===== config.mk =====
export PLATFORM = sky130hd
export DESIGN_NAME = cordic_polar2rect
export DESIGN_NICKNAME = d
export VERILOG_FILES = /design/src/rtl/cordic_polar2rect.sv
export SDC_FILE = /design/constraint.sdc
export NUM_CORES = 2
export LEC_CHECK = 0
export ABC_AREA = 1
export BUFFER_PORTS_ARGS = -buffer_cell sky130_fd_sc_hd__buf_2
export CAP_MARGIN = 20
export CORE_UTILIZATION = 65
export CTS_BUF_LIST = sky130_fd_sc_hd__clkbuf_8
export CTS_CLUSTER_DIAMETER = 200
export DETAILED_ROUTE_END_ITERATION = 6
export GPL_ROUTABILITY_DRIVEN = 0
export PLACE_DENSITY = 0.83
export SLEW_MARGIN = 0
export SYNTH_ARGS = -nofsm -noshare
export SYNTH_HDL_FRONTEND = slang
export SYNTH_SLANG_ARGS = --single-unit

===== constraint.sdc =====
create_clock -name clk -period 7.1 [get_ports clk]
set_input_delay 0.71 -clock clk [delete_from_list [all_inputs] [get_ports clk]]
set_output_delay 0.71 -clock clk [all_outputs]
set_load 0.01 [all_outputs]

===== src/rtl/cordic_polar2rect.sv =====
// Iterative rotation-mode CORDIC: polar (Q18.14 magnitude, rad*2^28 phase) to
// rectangular Q18.14 (x, y), one micro-rotation per clock with start/busy/done.
module cordic_polar2rect #(
  parameter int unsigned INT_WIDTH      = 32,
  parameter int unsigned ITERATIONS     = 32,
  parameter int unsigned GAIN_FRAC_BITS = 28
) (
  input  logic                 clk,
  input  logic                 rst_n,
  input  logic                 start,
  input  logic [INT_WIDTH-1:0] magnitude,
  input  logic [INT_WIDTH-1:0] phase,
  output logic                 busy,
  output logic                 done,
  output logic [INT_WIDTH-1:0] x_out,
  output logic [INT_WIDTH-1:0] y_out
);

  localparam int unsigned DW = INT_WIDTH + 2;
  localparam int unsigned CW = $clog2(ITERATIONS + 1);
  localparam int unsigned PW = INT_WIDTH + GAIN_FRAC_BITS + 4;

  localparam logic signed [DW-1:0] PI_C     = DW'(843314856);
  localparam logic signed [DW-1:0] TWOPI_C  = DW'(1686629713);
  localparam logic signed [DW-1:0] HALFPI_C = DW'(421657428);
  localparam logic [PW-1:0]        K_INV    = PW'(163008218);
  localparam logic [INT_WIDTH-1:0] MAG_MAX  = {1'b0, {(INT_WIDTH-1){1'b1}}};

  typedef enum logic [2:0] {
    S_IDLE,
    S_PRESCALE,
    S_ITERATE,
    S_POST,
    S_DONE
  } state_e;

  state_e                 state_q, state_d;
  logic [INT_WIDTH-1:0]   mag_q, mag_d;
  logic signed [DW-1:0]   x_q, x_d;
  logic signed [DW-1:0]   y_q, y_d;
  logic signed [DW-1:0]   z_q, z_d;
  logic                   neg_q, neg_d;
  logic [CW-1:0]          cnt_q, cnt_d;
  logic                   busy_q, busy_d;
  logic                   done_q, done_d;
  logic [INT_WIDTH-1:0]   x_out_q, x_out_d;
  logic [INT_WIDTH-1:0]   y_out_q, y_out_d;

  logic signed [DW-1:0]   ph_ext;
  logic signed [DW-1:0]   ph_wrap;
  logic signed [DW-1:0]   z_fold;
  logic                   neg_fold;
  logic [INT_WIDTH-1:0]   mag_sat;
  logic [PW-1:0]          prod;
  logic signed [DW-1:0]   x_sh;
  logic signed [DW-1:0]   y_sh;
  logic signed [DW-1:0]   atan_i;

  // round(atan(2^-i) * 2^28); below i=10 the cubic term still matters, above it the entry is 2^(28-i)
  function automatic logic signed [DW-1:0] atan_lut(input logic [CW-1:0] idx);
    int unsigned v;
    v = 0;
    case (int'(idx))
      0:       v = 210828714;
      1:       v = 124459457;
      2:       v = 65760959;
      3:       v = 33381290;
      4:       v = 16755422;
      5:       v = 8385879;
      6:       v = 4193963;
      7:       v = 2097109;
      8:       v = 1048571;
      9:       v = 524287;
      default: begin
        if (int'(idx) <= 28) v = 32'd1 << (28 - int'(idx));
      end
    endcase
    return DW'(v);
  endfunction

  // Input conditioning: saturate magnitude, wrap phase once, fold into [-pi/2, pi/2]
  always_comb begin
    mag_sat = magnitude[INT_WIDTH-1] ? MAG_MAX : magnitude;
    ph_ext  = DW'($signed(phase));
    ph_wrap = ph_ext;
    if (ph_ext > PI_C) begin
      ph_wrap = ph_ext - TWOPI_C;
    end else if (ph_ext < -PI_C) begin
      ph_wrap = ph_ext + TWOPI_C;
    end
    z_fold   = ph_wrap;
    neg_fold = 1'b0;
    if (ph_wrap > HALFPI_C) begin
      z_fold   = ph_wrap - PI_C;
      neg_fold = 1'b1;
    end else if (ph_wrap < -HALFPI_C) begin
      z_fold   = ph_wrap + PI_C;
      neg_fold = 1'b1;
    end
  end

  assign prod   = PW'(mag_q) * K_INV;
  assign x_sh   = x_q >>> cnt_q;
  assign y_sh   = y_q >>> cnt_q;
  assign atan_i = atan_lut(cnt_q);

  // Next-state and datapath
  always_comb begin
    state_d = state_q;
    mag_d   = mag_q;
    x_d     = x_q;
    y_d     = y_q;
    z_d     = z_q;
    neg_d   = neg_q;
    cnt_d   = cnt_q;
    busy_d  = 1'b0;
    done_d  = 1'b0;
    x_out_d = x_out_q;
    y_out_d = y_out_q;
    unique case (state_q)
      S_IDLE: begin
        if (start) begin
          state_d = S_PRESCALE;
          mag_d   = mag_sat;
          z_d     = z_fold;
          neg_d   = neg_fold;
        end
      end
      S_PRESCALE: begin
        state_d = S_ITERATE;
        busy_d  = 1'b1;
        x_d     = DW'(prod >> GAIN_FRAC_BITS);
        y_d     = '0;
        cnt_d   = '0;
      end
      S_ITERATE: begin
        busy_d = 1'b1;
        if (!z_q[DW-1]) begin
          x_d = x_q - y_sh;
          y_d = y_q + x_sh;
          z_d = z_q - atan_i;
        end else begin
          x_d = x_q + y_sh;
          y_d = y_q - x_sh;
          z_d = z_q + atan_i;
        end
        cnt_d = cnt_q + CW'(1);
        if (cnt_q == CW'(ITERATIONS - 1)) begin
          state_d = S_POST;
        end
      end
      S_POST: begin
        state_d = S_DONE;
        done_d  = 1'b1;
        x_out_d = INT_WIDTH'(neg_q ? -x_q : x_q);
        y_out_d = INT_WIDTH'(neg_q ? -y_q : y_q);
      end
      S_DONE: begin
        state_d = S_IDLE;
      end
      default: begin
        state_d = S_IDLE;
      end
    endcase
  end

  always_ff @(posedge clk or negedge rst_n) begin
    if (!rst_n) begin
      state_q <= S_IDLE;
      mag_q   <= '0;
      x_q     <= '0;
      y_q     <= '0;
      z_q     <= '0;
      neg_q   <= 1'b0;
      cnt_q   <= '0;
      busy_q  <= 1'b0;
      done_q  <= 1'b0;
      x_out_q <= '0;
      y_out_q <= '0;
    end else begin
      state_q <= state_d;
      mag_q   <= mag_d;
      x_q     <= x_d;
      y_q     <= y_d;
      z_q     <= z_d;
      neg_q   <= neg_d;
      cnt_q   <= cnt_d;
      busy_q  <= busy_d;
      done_q  <= done_d;
      x_out_q <= x_out_d;
      y_out_q <= y_out_d;
    end
  end

  assign busy  = busy_q;
  assign done  = done_q;
  assign x_out = x_out_q;
  assign y_out = y_out_q;

endmodule

==> reports/metrics.csv <==
metric,value,unit
status,"finished, violations left",
failing checks,design-rule violations,
"EDFF count, synth",0,
Die Wd,261,microns
TritonRoute pass-1 iters,7,
CTS tree,built,
Final min period,6.89,ns
first-pass GRT wire length,218000,microns
Port Buffers,132,
CP Cell Sequence,clkinvlp_4 -> fa_1 -> fa_1 -> fa_1 -> fa_1 -> inv_1 -> fa_1 -> fa_1 -> inv_1 -> fa_1 -> inv_1 -> ha_1 -> nand2_1 -> nor2_2 -> inv_1 -> nor4_2 -> nand3_1 -> o211ai_1 -> nand2_1 -> nand2_1 -> a21oi_1 -> xnor2_1 -> nand2_1 -> a31oi_1,
top-area cell type share of the netlist area,19.2,%
worst skew pair latency,0.66,ns
DRT iter0 DRCs,5860,
syn nets,7351,
worst slew pin tran,1.00,ns
FP Rows,94,
clock buffer depth,3,
Vias/cell,6.02,
Worst setup SP type,flop,
number of max-cap violations,0,
Crit Path Max Fanout,5,
ys async rst share,100,%
dpl hpwl,111000,microns
Synth Register Bits,209,
slowest CP cell,fa_1,
GRT overflow,0,
area of the core,0.0662,sq mm
setup_tns,0,ns
initial antenna violation count,3,
CTS Hold Bufs,0,
Placed Cells,7322,
vias in the first global route,42500,
Final Max Slew Viols,0,
Critical Path End Type,flop,
fmax,145,MHz
share of cells above drive strength 1,7.32,%
DIE AREA,0.0683,sq mm
"top cells by area, synth","fa_1 (19%), nand2_1 (12%), dfrtp_1 (12%)",
critical path class,reg -> reg,
Cells after Synth,6465,
Worst Path Arrival,7.46,ns
Slew headroom,32.9,%
initial core utilization,66.0,%
cell area after synthesis,0.0437,sq mm
Yosys top cell by area,fa_1,
CTS buffer count,43,
final wirelength,139000,microns
# IOs,133,
Synth-to-Final Area Change,5.77,%
Hold Crit Class,in -> async,
dominant synthesized flop cell,dfrtp_1,
post-route ant nets,0,
post-synth cell types,66,
clock sinks,209,
final core utilization,69.9,%
Yosys warning count,0,
clock transition at the registers of the reported paths,0.07,ns
Final Hold Fails,0,
mean post-synth cell area,6.76,sq um
largest net degree at the start of global routing,85,
max incr delay on CP,0.62,ns
final setup fails,0,
Worst Clk Skew,0.0316,ns
die outline height,261,microns
Worst path most repeated cell,fa_1,
clk root buf,clkbuf_8,
DP Area,0.0450,sq mm
vias,44700,
final cell count without fillers,7438,
unrepaired setup endpoints after global routing,true,
CTS H-tree lvls,2,
fin nets,7422,
post-synthesis sequential area ratio,12.0,%
GR Util All Layers,40.2,%
DRC viols,35,
drt wl/cell,18.7,microns
required time of the critical path,7.67,ns
fin area,0.0463,sq mm
fraction of the cycle the final worst path needs,97.1,%
==> cells by family after synthesis <==
| kind of cell | count (synthesis) | share of synthesized area [%] |
|---|---|---|
| AOI/OAI and AO/OA | 1178 | 14.9 |
| DFF | 209 | 12.0 |
| muxes | 27 | 0.618 |
| and+or+nand+nor | 2643 | 25.3 |
| buffers and inverters | 1379 | 12.3 |
| adders and majority gates | 819 | 30.6 |
| xor gates and xnor gates | 210 | 4.22 |
==> Yosys cell counts, drive strengths merged (3+ instances only) <==
master / number
a211oi: 7
a21boi: 17
a21o: 10
a21oi: 352
a221oi: 4
a31oi: 77
and2: 6
and3: 5
buf: 99
clkbuf: 86
clkinv: 4
dfrtp: 209
fa: 420
ha: 399
inv: 1190
mux2i: 27
nand2: 1453
nand3: 326
nand3b: 7
nand4: 67
nor2: 630
nor3: 89
nor3b: 5
nor4: 15
o211ai: 40
o21a: 16
o21ai: 565
o21bai: 22
o221ai: 6
o22ai: 39
o31ai: 6
o32ai: 3
or2: 38
xnor2: 50
xor2: 160
==> repair_timing <==
item	in CTS	in global routing
buffers inserted	0	33
setup endpoints to repair	0	10
gates resized for setup	0	39
==> registers in the layout, indices dropped and copies added, names as in the netlist <==
signal and count:
busy 1, cnt_q 6, done 1, mag_q 31, neg_q 1, state_q 3
x_out 32, x_q 34, y_out 32, y_q 34, z_q 34
==> metrics by stage <==
| stage | hold slack [ns] | setup WS [ns] |
|---|---|---|
| 2_1_floorplan | 0.414 | 0.796 |
| 3_3_place_gp | 0.461 | 0.322 |
| 3_5_place_dp | 0.467 | 0.187 |
| 4_1_cts | 0.0928 | 0.130 |
| 5_1_grt | 0.124 | -0.142 |
| 6_report | 0.0698 | 0.209 |
==> worst max-delay path, delay by kind of cell, from the launching register on <==
| kind | cells | cell delay [ns] |
|---|---|---|
| and+or+nand+nor | 7 | 0.94 |
| AOI/OAI and AO/OA | 3 | 0.61 |
| buffers and inverters | 5 | 0.47 |
| DFF | 1 | 0.41 |
| adders and majority gates | 8 | 4.18 |
| xor gates and xnor gates | 1 | 0.14 |
==> final timing paths <==
kind	start	to	slack (ns)	cells past startpoint
max	mag_q[21]$_DFFE_PN0P_	x_q[27]$_DFFE_PN0P_	0.21	24
min in group clk	magnitude[28]	mag_q[28]$_DFFE_PN0P_	0.28	3
min	rst_n	mag_q[27]$_DFFE_PN0P_	0.07	1
min reg2reg	y_out[7]$_DFFE_PN0P_	y_out[7]$_DFFE_PN0P_	0.48	2
max reg2reg	mag_q[21]$_DFFE_PN0P_	x_q[27]$_DFFE_PN0P_	0.21	24
max in group asynchronous	rst_n	y_q[8]$_DFFE_PN0P_	5.52	2
==> layout by cell type, fill, tap and decap left out, types with 78 or more instances in the layout <==
master / instances
a21oi_1: 342
buf_2: 131
buf_4: 78
dfrtp_1: 194
fa_1: 420
ha_1: 398
inv_1: 1137
nand2_1: 1420
nand3_1: 322
nor2_1: 601
nor3_1: 85
o21ai_0: 543
xor2_1: 159
==> layout make-up <==
cell class | count | area, sq um
Antenna cell | 3 | 7.51
Timing Repair Buffer | 211 | 1280
Tap cell | 864 | 1080
Fill cell | 5546 | 20000
Multi-Input combinational cell | 4877 | 33100
Inverter | 1194 | 4530
Clock inverter | 28 | 256
Sequential cell | 209 | 5250
Clock buffer | 52 | 716
==> layer usage <==
metal / up-vias / global-route usage [%] / part of all wire (%)
met5: - / 0 / 0
met4: 0 / 20.7 / 6.2
met3: 648 / 7.74 / 11
met2: 2812 / 63.5 / 44
met1: 20500 / 52.5 / 39
li1: 20800 / - / -
Power is left out: the tool's default activity adds up to more than one toggle a clock period on the data nets, which glitch-free logic cannot reach.
